$ cat src/rtl/kf_frame_sched.sv
// kf_frame_sched: measurement FIFO, launch/feedback FSM, result slot and
// frame watchdog sitting in front of top_kf.
`ifndef FXP_N
`define FXP_N 16
`endif
`ifndef FXP_FRAC
`define FXP_FRAC 8
`endif

module kf_frame_sched #(
    parameter int N       = `FXP_N,
    parameter int FRAC    = `FXP_FRAC,
    parameter int DEPTH   = 4,
    parameter int AW      = 2,
    parameter int TIMEOUT = 48
) (
    input  logic         clk,
    input  logic         rst_n,
    input  logic         in_valid,
    output logic         in_ready,
    input  logic [N-1:0] in_z00,
    input  logic [N-1:0] in_z10,
    input  logic         init_load,
    input  logic [N-1:0] init_x00,
    input  logic [N-1:0] init_x10,
    output logic         kf_start,
    output logic [N-1:0] kf_z00,
    output logic [N-1:0] kf_z10,
    output logic [N-1:0] kf_x00_prev,
    output logic [N-1:0] kf_x10_prev,
    input  logic         kf_done,
    input  logic [N-1:0] kf_x00_post,
    input  logic [N-1:0] kf_x10_post,
    output logic         out_valid,
    input  logic         out_ready,
    output logic [N-1:0] out_x00,
    output logic [N-1:0] out_x10,
    output logic [7:0]   out_seq,
    output logic         busy,
    output logic         timeout_err,
    input  logic         err_clr
);
    localparam int WW = $clog2(TIMEOUT);

    if (FRAC < 0 || FRAC >= N || DEPTH != (1 << AW) || TIMEOUT < 36) begin : g_param_chk
        $error("kf_frame_sched: bad parameter combination");
    end

    typedef enum logic [1:0] {S_IDLE, S_LAUNCH, S_RUN, S_GAP} state_e;

    state_e        state_q, state_d;
    logic [N-1:0]  mem_z00_q [DEPTH];
    logic [N-1:0]  mem_z10_q [DEPTH];
    logic [AW-1:0] wr_ptr_q, rd_ptr_q;
    logic [AW:0]   cnt_q, cnt_d;
    logic [WW-1:0] wdog_q, wdog_d;
    logic          gap_q, gap_d;
    logic [N-1:0]  z00_q, z10_q, xp00_q, xp10_q, ox00_q, ox10_q;
    logic [7:0]    seq_q, oseq_q;
    logic          ovalid_q, ovalid_d;
    logic          terr_q, terr_d;

    logic full, push, pop, launch, capture, expire;

    assign full    = (cnt_q == (AW+1)'(DEPTH));
    assign push    = in_valid && !full;
    assign launch  = (state_q == S_IDLE) && (cnt_q != '0) &&
                     (!ovalid_q || out_ready) && !init_load;
    assign pop     = launch;
    assign capture = (state_q == S_RUN) && kf_done;
    assign expire  = (state_q == S_RUN) && !kf_done &&
                     (wdog_q == WW'(TIMEOUT - 1));

    // State register
    always_ff @(posedge clk or negedge rst_n) begin
        if (!rst_n) begin
            state_q <= S_IDLE;
            gap_q   <= 1'b0;
            wdog_q  <= '0;
        end else begin
            state_q <= state_d;
            gap_q   <= gap_d;
            wdog_q  <= wdog_d;
        end
    end

    // Next state; GAP lasts two cycles so top_kf can drop running.
    always_comb begin
        state_d = state_q;
        gap_d   = (state_q == S_GAP) && !gap_q;
        wdog_d  = (state_q == S_RUN) ? wdog_q + WW'(1) : '0;
        unique case (state_q)
            S_IDLE:   if (launch) state_d = S_LAUNCH;
            S_LAUNCH: state_d = S_RUN;
            S_RUN:    if (capture || expire) state_d = S_GAP;
            S_GAP:    if (gap_q) state_d = S_IDLE;
            default:  state_d = S_IDLE;
        endcase
    end

    // Outputs decoded from state
    always_comb begin
        kf_start = (state_q == S_LAUNCH);
        busy     = (state_q != S_IDLE);
    end

    always_comb begin
        cnt_d = cnt_q;
        unique case ({push, pop})
            2'b10:   cnt_d = cnt_q + (AW+1)'(1);
            2'b01:   cnt_d = cnt_q - (AW+1)'(1);
            default: cnt_d = cnt_q;
        endcase
        ovalid_d = ovalid_q;
        if (capture)
            ovalid_d = 1'b1;
        else if (ovalid_q && out_ready)
            ovalid_d = 1'b0;
        terr_d = terr_q;
        if (expire)
            terr_d = 1'b1;
        else if (err_clr)
            terr_d = 1'b0;
    end

    always_ff @(posedge clk) begin
        if (push) begin
            mem_z00_q[wr_ptr_q] <= in_z00;
            mem_z10_q[wr_ptr_q] <= in_z10;
        end
    end

    always_ff @(posedge clk or negedge rst_n) begin
        if (!rst_n) begin
            wr_ptr_q <= '0;
            rd_ptr_q <= '0;
            cnt_q    <= '0;
            z00_q    <= '0;
            z10_q    <= '0;
            xp00_q   <= '0;
            xp10_q   <= '0;
            ox00_q   <= '0;
            ox10_q   <= '0;
            seq_q    <= '0;
            oseq_q   <= '0;
            ovalid_q <= 1'b0;
            terr_q   <= 1'b0;
        end else begin
            cnt_q    <= cnt_d;
            ovalid_q <= ovalid_d;
            terr_q   <= terr_d;
            if (push)
                wr_ptr_q <= wr_ptr_q + AW'(1);
            if (pop) begin
                rd_ptr_q <= rd_ptr_q + AW'(1);
                z00_q    <= mem_z00_q[rd_ptr_q];
                z10_q    <= mem_z10_q[rd_ptr_q];
            end
            // init_load only acts in IDLE, so it never races a capture.
            if (state_q == S_IDLE && init_load) begin
                xp00_q <= init_x00;
                xp10_q <= init_x10;
            end else if (capture) begin
                xp00_q <= kf_x00_post;
                xp10_q <= kf_x10_post;
            end
            if (capture) begin
                ox00_q <= kf_x00_post;
                ox10_q <= kf_x10_post;
                oseq_q <= seq_q;
                seq_q  <= seq_q + 8'd1;
            end
        end
    end

    assign in_ready    = !full;
    assign kf_z00      = z00_q;
    assign kf_z10      = z10_q;
    assign kf_x00_prev = xp00_q;
    assign kf_x10_prev = xp10_q;
    assign out_valid   = ovalid_q;
    assign out_x00     = ox00_q;
    assign out_x10     = ox10_q;
    assign out_seq     = oseq_q;
    assign timeout_err = terr_q;

endmodule

$ cat config.mk
export PLATFORM = sky130hd
export DESIGN_NAME = kf_frame_sched
export DESIGN_NICKNAME = d
export VERILOG_FILES = /design/src/rtl/kf_frame_sched.sv
export SDC_FILE = /design/constraint.sdc
export NUM_CORES = 1
export LEC_CHECK = 0
export ABC_AREA = 1
export CAP_MARGIN = 40
export CORE_MARGIN = 10
export CORE_UTILIZATION = 40
export DETAILED_ROUTE_END_ITERATION = 8
export SLEW_MARGIN = 40
export SYNTH_ARGS = -nofsm -noshare
export SYNTH_HDL_FRONTEND = slang
export SYNTH_SLANG_ARGS = --single-unit
export TNS_END_PERCENT = 50
$ cat constraint.sdc
create_clock -name clk -period 7.59 [get_ports clk]
set_input_delay 1.518 -clock clk [delete_from_list [all_inputs] [get_ports clk]]
set_output_delay 1.518 -clock clk [all_outputs]
set_load 0.05 [all_outputs]
==> implementation parameters <==
Parameter                              Value

Global routing
  Via count of the first global-routing pass ... 7300
  Maximum number of pins on one net before global-route repair ... 68
  Total congestion overflow ... 0
  Total Routing Usage GR ... 0.157
  First-pass GRT wire length ... 41.5 mm
  Number of antenna violations at the first check in global routing ... 1

Worst hold path
  Startpoint of the lowest-slack hold path ... gap_q
  Class of the most critical hold timing path ... reg2reg
  Destination of the worst hold path ... gap_q
  Hold Path Cell Cnt ... 1

Clock network
  Clock latency at the later pin of the worst-skew pair ... 0.54 ns
  Clock-pin slew on the worst setup and hold paths ... 0.06 ns
  TritonCTS Sinks ... 258
  Number of setup buffers added after CTS ... 0
  # hold bufs at CTS ... 0
  Cts bufs inserted ... 28
  Resize count post-CTS ... 0
  Clock buffer depth ... 3
  Number of H-tree levels ... 1
  TritonCTS clock tree ... done
  Clock tree root driver cell ... clkbuf_16

Yosys
  Async SR Flop Fraction ... 0.504
  Post-synth EDFFs ... 128
  Top cells by count, synth ... nand2_1 (299), dfrtp_1 (130), edfxtp_1 (128)
  Count leader, synth ... nand2_1
  Post-synth top flop ... dfrtp_1
  Cells after Synth ... 936
  Portion of the post-synthesis area used by sequential elements ... 0.688
  Seq cells post-synth ... 258
  Post-synth top area cell ... edfxtp_1
  Dominant cells by area after synthesis ... edfxtp_1 (37%), dfrtp_1 (32%), nand2_1 (11%)
  Post-synthesis cell type count ... 32
  Synthesized net count ... 1051
  Post-Syn Area per Cell ... 11.0 um2
  Mapped Area ... 10300 um2
  Top-area cell type share of the netlist area ... 0.372
  Number of warnings reported in the yosys synthesis log ... 0

Floorplan
  Top-level I/O count ... 212
  Effective utilization at floorplan ... 0.409
  Die boundary width ... 181 um
  Placeable core area ... 25300 um2
  Area of the die ... 32600 um2
  Cell Rows ... 58
  Die extent in y ... 181 um

Critical path
  Worst r2r dst ... cnt_q[2]
  Reg-to-reg setup timing slack ... 4.48 ns
  Critical path startpoint ... init_load
  Crit Path Max Fanout ... 35
  Worst Setup Start Kind ... primary input
  Start-to-end type of the worst setup path ... in2reg
  Data required time at the worst endpoint ... 8.01 ns
  Number of cell instances on the worst register-to-register path ... 12
  R2r startpoint ... state_q[1]
  Data arrival time of the critical path ... 4.20 ns
  Endpoint class of the critical path ... flip-flop

STA
  Number of slew-limit violations in the final report ... 0
  Least-Margin Pin Slew ... 0.729 ns
  Setup TNS ... 0 ns
  # setup viols final ... 0
  Final worst-path setup slack ... 3.81 ns
  Hold violation count in the final report ... 0
  Final period utilization ... 0.498
  Upper clock frequency limit ... 264 MHz
  Unrepaired setup endpoints after global routing ... no
  Largest clock skew in the final design ... 0.0116 ns
  Relative slew slack ... 0.514
  Final min period ... 3.78 ns

Routing
  Total vias in the final route ... 7190
  Post-detailed-route DRC marker count ... 0
  DRC marker count from the first detailed-route iteration ... 388
  Number of vias per cell ... 4.81
  First-pass DRT Iterations ... 4
  Number of nets with antenna violations after routing ... 0
  Final wirelength ... 26.3 mm
  Routed wire length per instance ... 17.6 um

Placed design
  Worst slack after detailed placement ... 3.23 ns
  HPWL after detailed placement ... 17.0 mm
  Area after detailed placement ... 12800 um2
  Port-buffer cells ... 211
  Final weighted congestion in routability-driven placement ... 0.761

Cells and area
  Post-route design area ... 13700 um2
  Final #Nets ... 1257
  Area growth from synthesis to layout ... 32.5%
  Antenna cells ... 0
  Layout fillers ... 2204
  Share of post-route cells with drive strength above 1 ... 0.0782

Pwr
  Power density over cell area ... 464 nW/um2
  Register share of total power ... 0.347
  Fraction of power spent switching nets ... 0.429
  Internal power summed over all cells ... 0.00362 W
  Worst voltage drop across the vdd grid ... 0.000326 V
  Combinational share of power ... 0.442
  Clock Power Share ... 0.211
  Leakage dissipation ... 5.66 nW
  Switching power ... 0.00273 W

Outcome
  Result of the run ... finished clean

Run
  Max-cap viol count ... 0
worst max-delay path: stages:
cell,delay [ns]
clkdlybuf4s50_1,0.43
nor2_2,0.16
nand3_4,0.39
clkinv_2,0.57
ha_1,0.24
inv_1,0.07
fa_1,0.38
a21oi_1,0.14
o21ai_0,0.11
xor2_1,0.15
placed cells by master (no fill, tap or decap), types with 2 or more instances in the layout:
cell type	Yosys	routed
o21ai_1	20	20
ha_1	11	11
xor2_1	7	7
o211ai_1	18	18
clkdlybuf4s50_1	0	210
nor2_2	2	2
nor2_1	110	106
nand3_1	7	7
nand2_1	299	299
nand4_1	4	4
a21oi_1	6	6
o21ai_0	88	88
buf_4	1	4
buf_6	12	2
inv_2	4	2
o211ai_2	14	14
clkinv_2	1	11
clkbuf_16	0	28
bufinv_16	0	3
buf_8	0	3
nand2_2	3	3
inv_1	30	30
clkbuf_1	8	6
buf_16	0	3
nor2_4	0	4
edfxtp_1	128	128
dfrtp_1	130	128
worst max-delay path by stage:
stage	endpoint	slack [ns]	depth (start not counted)
floorplan	mem_z00_q[0][0]	4.08	2
global placement	cnt_q[2]	3.24	10
detailed placement	cnt_q[2]	3.23	10
CTS	cnt_q[2]	3.79	10
global route	cnt_q[2]	3.64	10
finish	cnt_q[2]	3.81	10
cells by family (layout without fill, tap and decap cells):
kind of cell | after synthesis | in the layout | share of synthesized area
buffers and inverters | 81 | 309 | 0.0413
AOI/OAI and AO/OA | 147 | 147 | 0.0860
and+or+nand+nor | 430 | 430 | 0.163
xor gates and xnor gates | 8 | 8 | 0.00679
DFF | 258 | 258 | 0.688
adders and majority gates | 12 | 12 | 0.0153
power groups by stage:
| stage | Combinational [W] | Clock, W | Sequential [W] |
|---|---|---|---|
| after detailed placement | 0.00285 | 0 | 0.00222 |
| after CTS | 0.00286 | 0.00137 | 0.00220 |
| after global placement | 0.00279 | 0 | 0.00222 |
| after floorplan | 0.00104 | 0 | 0.00305 |
| after global routing | 0.00305 | 0.00144 | 0.00226 |
| final | 0.00281 | 0.00134 | 0.00220 |
per-stage QoR:
stage / hold slack, ns / utilization / cells / total power, W
floorplan: 0.388 / - / 936 / 0.00409
global placement: 0.402 / 0.500 / 1436 / 0.00501
detailed placement: 0.404 / 0.505 / 1442 / 0.00507
CTS: 0.412 / 0.542 / 1494 / 0.00643
global route: 0.420 / 0.542 / 1494 / 0.00674
finish: 0.406 / 0.542 / 1494 / 0.00635
flip-flops by register name, summed over array words and instances, names as in the netlist:
register	cells
out_x00	16
out_valid	1
state_q	2
cnt_q	3
out_x10	16
seq_q	8
timeout_err	1
kf_x10_prev	16
mem_z10_q	64
kf_x00_prev	16
out_seq	8
kf_z00	16
gap_q	1
wr_ptr_q	2
wdog_q	6
kf_z10	16
mem_z00_q	64
rd_ptr_q	2
final cells by class:
| type | instances | area [um2] | area share |
|---|---|---|---|
| multi-input combinational | 597 | 2830 | 0.207 |
| timing repair buffer | 222 | 2280 | 0.167 |
| sequential | 258 | 7100 | 0.519 |
| tap | 330 | 413 | 0.0302 |
| clock buffer | 35 | 737 | 0.0539 |
| clock inverter | 17 | 180 | 0.0132 |
| inverter | 35 | 136 | 0.00997 |
per-layer routing:
layer  GRT usage  up-vias  wire length (um)
met3      0.0616       35              2490
met2       0.248      209             12300
met1       0.197     3427             11100
met4      0.0367        2               423
li1            -     3517                 -
met5           0        -                12
(Power assumes the default switching activity.)
